File: config.mk
export PLATFORM = sky130hd
export DESIGN_NAME = rr_arb_2x1
export DESIGN_NICKNAME = d
export VERILOG_FILES = /design/src/rtl/rr_arb_2x1.sv
export SDC_FILE = /design/constraint.sdc
export NUM_CORES = 1
export LEC_CHECK = 0
export CELL_PAD_IN_SITES_DETAIL_PLACEMENT = 2
export CELL_PAD_IN_SITES_GLOBAL_PLACEMENT = 2
export CORE_MARGIN = 2
export CORE_UTILIZATION = 21
export DETAILED_ROUTE_END_ITERATION = 16
export PLACE_DENSITY = 0.84
export REMOVE_ABC_BUFFERS = 1
export SYNTH_ARGS = -nofsm -noshare
export SYNTH_HDL_FRONTEND = slang
export SYNTH_SLANG_ARGS = --single-unit
File: constraint.sdc
create_clock -name clk -period 1.7 [get_ports clk]
set_input_delay 0.17 -clock clk [delete_from_list [all_inputs] [get_ports clk]]
set_output_delay 0.17 -clock clk [all_outputs]
set_load 0.01 [all_outputs]
File: src/rtl/rr_arb_2x1.sv
// Two-source round-robin burst arbiter feeding a one-entry registered output stage; drives mux_2x1 sel.
// Optional ARB_FIXED_PRIO_EN pins the tie-break pointer to source 0 (fixed priority).
module rr_arb_2x1 #(
    parameter int DATA_W = 8
) (
    input  logic              clk,
    input  logic              rst_n,
    input  logic              in0_valid,
    output logic              in0_ready,
    input  logic [DATA_W-1:0] in0_data,
    input  logic              in0_last,
    input  logic              in1_valid,
    output logic              in1_ready,
    input  logic [DATA_W-1:0] in1_data,
    input  logic              in1_last,
    output logic              out_valid,
    input  logic              out_ready,
    output logic [DATA_W-1:0] out_data,
    output logic              out_last,
    output logic              sel
);

    typedef enum logic [1:0] {IDLE, GNT0, GNT1} state_t;

    state_t              r_state;
    state_t              w_state_nxt;
    logic                r_sel;
    logic                r_prio;
    logic                r_out_valid;
    logic                r_out_last;
    logic [DATA_W-1:0]   r_out_data;

    logic                w_out_free;
    logic                w_xfer;
    logic                w_xfer_last;
    logic [DATA_W-1:0]   w_xfer_data;

    // Ready is a function of state and the output stage only, never of the valids.
    always_comb begin
        w_out_free  = !r_out_valid || out_ready;
        in0_ready   = 1'b0;
        in1_ready   = 1'b0;
        w_xfer      = 1'b0;
        w_xfer_last = 1'b0;
        w_xfer_data = '0;
        w_state_nxt = r_state;
        case (r_state)
            IDLE: begin
                if (in0_valid && in1_valid)
                    w_state_nxt = r_prio ? GNT1 : GNT0;
                else if (in0_valid)
                    w_state_nxt = GNT0;
                else if (in1_valid)
                    w_state_nxt = GNT1;
            end
            GNT0: begin
                in0_ready   = w_out_free;
                w_xfer      = in0_valid && w_out_free;
                w_xfer_last = in0_last;
                w_xfer_data = in0_data;
                if (w_xfer && in0_last)
                    w_state_nxt = IDLE;
            end
            GNT1: begin
                in1_ready   = w_out_free;
                w_xfer      = in1_valid && w_out_free;
                w_xfer_last = in1_last;
                w_xfer_data = in1_data;
                if (w_xfer && in1_last)
                    w_state_nxt = IDLE;
            end
            default: w_state_nxt = IDLE;
        endcase
    end

    always_ff @(posedge clk) begin
        if (!rst_n) begin
            r_state     <= IDLE;
            r_sel       <= 1'b0;
            r_prio      <= 1'b0;
            r_out_valid <= 1'b0;
            r_out_data  <= '0;
            r_out_last  <= 1'b0;
        end else begin
            r_state <= w_state_nxt;
            // sel only moves when a new grant is issued, so it remembers the last owner in IDLE.
            if (r_state == IDLE && w_state_nxt != IDLE)
                r_sel <= (w_state_nxt == GNT1);
            if (w_xfer && w_xfer_last) begin
`ifdef ARB_FIXED_PRIO_EN
                r_prio <= 1'b0;
`else
                r_prio <= (r_state == GNT0);
`endif
            end
            if (w_xfer) begin
                r_out_valid <= 1'b1;
                r_out_data  <= w_xfer_data;
                r_out_last  <= w_xfer_last;
            end else if (r_out_valid && out_ready) begin
                r_out_valid <= 1'b0;
            end
        end
    end

    assign out_valid = r_out_valid;
    assign out_data  = r_out_data;
    assign out_last  = r_out_last;
    assign sel       = r_sel;

endmodule

### After elaboration in Yosys (flattened, before gate mapping)

Index checks and enable logic that the tools add are counted.

| storage, ports and cells | value |
|---|---|
| flip-flop bits (word level) | 14 |
| output and inout port bits | 13 |

| cells by class | value |
|---|---|
| equal/unequal tests | 3 |
| mux-type cells | 14 |
| reductions and logical operators | 13 |

Operators with widths:

| cell | number |
|---|---|
| $pmux W8 S2 | 1 |
| $mux W2 | 6 |
| $logic_and A1 B1 Y1 | 8 |
| $pmux W2 S3 | 1 |
| $eq A2 B2 Y1 const B | 2 |
| $mux W1 | 4 |
| $pmux W1 S2 | 2 |
| $reduce_bool A2 Y1 | 2 |
| $eq A2 B1 Y1 const B | 1 |
| $logic_not A2 Y1 | 1 |
| $logic_not A1 Y1 | 1 |
| $logic_or A1 B1 Y1 | 1 |

### Longest topological paths before layout

| logic depth | value |
|---|---|
| depth in word-level cells | 8 |
| mapped depth | 7 |

### Worst setup path after synthesis

OpenSTA, ideal clock, no wires.

| timing path | value |
|---|---|
| path kind | register to register |
| start point | reg r_state[0] |
| end point | reg r_prio |
| arrival time | 1371 ps |
| data required time | 1578 ps |
| path slack | 207 ps |
| cell stages (with the launch flop) | 8 |
| buffers on the path | 1 |
| period minus slack after synthesis | 1493 ps |
| cell sequence | dfxtp_1 -> inv_1 -> ha_1 -> a22o_1 -> and3_1 -> buf_4 -> nand3_1 -> a21boi_0 |

| between the ends | value |
|---|---|
| longest elaborated chain between the ends | 3 |
| elaborated cells on any way between the ends | 5 |

Ends and longest elaborated chain:

| element | RTL line | RTL |
|---|---|---|
| start: declaration | 25 | `state_t r_state;` |
| start signal: assignment | 85 | `r_state <= w_state_nxt;` |
| $eq A2 B2 Y1 or $eq A2 B1 Y1 (tied branches) | 47, 93 |  |
| $pmux W1 S2 | 47 | `case (r_state)` |
| $logic_and A1 B1 Y1 | 89 | `if (w_xfer && w_xfer_last) begin` |
| end signal: assignment | 93 | `r_prio <= (r_state == GNT0);` |
| end: declaration | 28 | `logic r_prio;` |

Several ways; a longest one is shown, not always the timed one.
A chain may end at the register's enable or synchronous reset.

### Worst setup path in the final report

| timing path | value |
|---|---|
| start point | reg r_state[0] |
| end point | out in1_ready |

| between the ends | value |
|---|---|
| longest elaborated chain between the ends | 2 |

Ends and longest elaborated chain:

| element | RTL line | RTL |
|---|---|---|
| $eq A2 B2 Y1 | 47 |  |
| $mux W1 | 47 |  |
| end: declaration | 13 | `output logic in1_ready,` |

Every way passes these cells.

==> results.cfg <==
[run_status]
status = complete, no violations

[sta]
max_freq_ghz = 0.629
rsz0062_at_grt = false
slew-limit-headroom = 0.782
period_share = 0.935
layout_min_cycle_time_ns = 1.59
worstMarginPinSlew_ns = 0.325
setup-tns-final_ns = 0
hold_viol_final = 0
finClkSkew_ns = 0.00319
slew_violations = 0
setup-violations-final = 0

[setup_path]
arrival_ns = 1.42
critPathLaunchType = flop
crit_required_ns = 1.53
cp-end-kind = output pin
reg2reg_depth = 6
worstSetupPathType = reg -> out
worstPathMaxFanout = 6

[power_and_ir_drop]
power_density_nw_per_um2 = 665
pwr-share-seq = 0.453
ir_drop_mv = 0.194
swShare = 0.302
power_frac_clock = 0.233
p_leak_nw = 0.436
p_sw_mw = 0.243
internal_power_mw = 0.563
finalPower_mw = 0.806
pwr-share-comb = 0.314

[layout]
syn2layout_area_growth_pct = 61.5
stdcell_count = 172
layout-drive-gt1-share = 0.127
nets = 155
n_antenna_cell = 0
fillers = 370
final_util = 0.358
multi_input_area_um2 = 449
seq_area_um2 = 283
final_common_cell = clkdlybuf4s50_1
most-common-layout-cells = clkdlybuf4s50_1 (33), dfxtp_1 (12), nor2_1 (11)

[grt]
grt_max_degree = 12
grt_pass1_vias = 868
grt_usage = 0.137
antenna_found_initial = 0
grt_pass1_wl_um = 4310
overflow = 0

[yosys]
synth-simple-area-share = 0.250
yosys_register_bits = 14
yosys_warnings = 0
muxShareOfSynthArea = 0
syn_inst = 88
yosysUniqueCellTypes = 27
syn_area_um2 = 751
synth_compound_area_frac = 0.250
synthAdderAreaFrac = 0.0667
synthXorXnorAreaFrac = 0
synth_top_family_by_area = simple AND/OR/NAND/NOR gates
postSynthAreaPerCell_um2 = 8.53
yosysSeqAreaShare = 0.373

[clock_tree]
cts_buffers = 3
clk_latency_ns = 0.27
cts.clk_slew.worst_paths_ns = 0.09
cts.sinks = 14
h-tree-depth = 1
clockBufferDepth = 2
root_buffer = clkbuf_4
cts_tree = yes
hold_buffers = 0

[hold_path]
holdPathStages = 2
worstHoldPathType = reg -> reg

[route]
drt-total-wl_um = 2740
routed_via_density = 4.88
drc = 0
drt_iter0_markers = 33
firstDrtPassIters = 4
wl_per_cell_um = 15.9
antenna_left = 0
vias = 840

[floorplanning]
die_w_um = 63.8
die-area_um2 = 4070
initial_utilization = 0.221
row_count = 21
io_pins = 36
core_um2 = 3390
die_h_um = 63.8

[placement]
dp_hpwl_um = 2170
dpl.cell_count = 169
place_congestion = 0.766
numPortBuffers = 35

[flow_run]
cap_violations = 0
-- per-layer routing --
| metal | vias to the layer above | global-route usage | part of all wire |
|---|---|---|---|
| met5 | - | 0 | 0 |
| li1 | 404 | - | - |
| met2 | 18 | 0.236 | 0.50 |
| met4 | 0 | 0.0408 | 0.0069 |
| met1 | 416 | 0.167 | 0.44 |
| met3 | 2 | 0.0317 | 0.044 |
-- state kept, by name, summed over array words and instances, names as in the netlist --
signal	flops
sel	1
out_data	8
out_last	1
r_prio	1
out_valid	1
r_state	2
-- cells in the mapped netlist (all sizes together) --
cell | count | area (µm²)
a21boi | 3 | 22.5
a21oi | 2 | 10.0
a221oi | 9 | 85.1
a22o | 2 | 17.5
a31oi | 4 | 25.0
and2 | 2 | 12.5
and3 | 1 | 6.26
buf | 2 | 18.8
clkbuf | 2 | 7.51
dfxtp | 14 | 280
ha | 4 | 50.1
inv | 5 | 18.8
nand2 | 8 | 30.0
nand2b | 2 | 15.0
nand3 | 3 | 20.0
nand4 | 1 | 6.26
nor2 | 11 | 41.3
nor3 | 4 | 20.0
nor3b | 4 | 30.0
o2111ai | 1 | 8.76
o21ai | 2 | 10.0
o2bb2ai | 1 | 8.76
or3 | 1 | 6.26
-- per-stage QoR --
step           hold WS [ns]  area, µm²  worst slack [ns]
2_1_floorplan         0.316        724             0.118
3_3_place_gp          0.462       1160            0.0315
3_5_place_dp          0.474       1160           -0.0445
4_1_cts               0.487       1190            0.0463
5_1_grt               0.502       1210           0.00752
6_report              0.480       1210             0.111
-- layout make-up --
| class | count | share of cell area |
|---|---|---|
| clock buffer | 3 | 0.0186 |
| sequential | 14 | 0.233 |
| timing repair buffer | 39 | 0.315 |
| tap | 46 | 0.0475 |
| inverter | 5 | 0.0155 |
| multi-input combinational | 65 | 0.370 |
-- worst paths after layout --
path / end / slack (ns) / from
hold / removal: out_last / 0.48 / out_last
hold reg to reg: out_last / 0.48 / out_last
setup reg to reg: out_data[2] / 0.15 / r_state[0]
setup / recovery: in1_ready / 0.11 / r_state[0]
-- power by group through the flow --
stage	registers, mW	logic [mW]	clock network, mW
2_1_floorplan	0.374	0.0999	0
3_3_place_gp	0.372	0.234	0
3_5_place_dp	0.372	0.246	0
4_1_cts	0.366	0.246	0.196
5_1_grt	0.368	0.278	0.215
6_report	0.365	0.253	0.188
-- cell families (layout without fill, tap and decap cells) --
| family | count (synthesis) | count (layout) |
|---|---|---|
| and+or+nand+nor | 37 | 37 |
| AOI/OAI and AO/OA | 24 | 24 |
| buffers and inverters | 9 | 47 |
| adders and majority gates | 4 | 4 |
| DFF | 14 | 14 |
-- timing repair --
action / CTS / global route
setup endpoints to repair: 11 / 10
resized for setup: 6 / 5
pin swaps: 0 / 0
setup buffers: 0 / 0
-- worst max-delay path, cell delays in order, from the launching register on --
cell	delay, ns
dfxtp_2	0.40
inv_1	0.08
ha_2	0.22
and2_1	0.16
dlygate4sd2_1	0.29
Note: power is estimated with default switching activity, not from simulation.
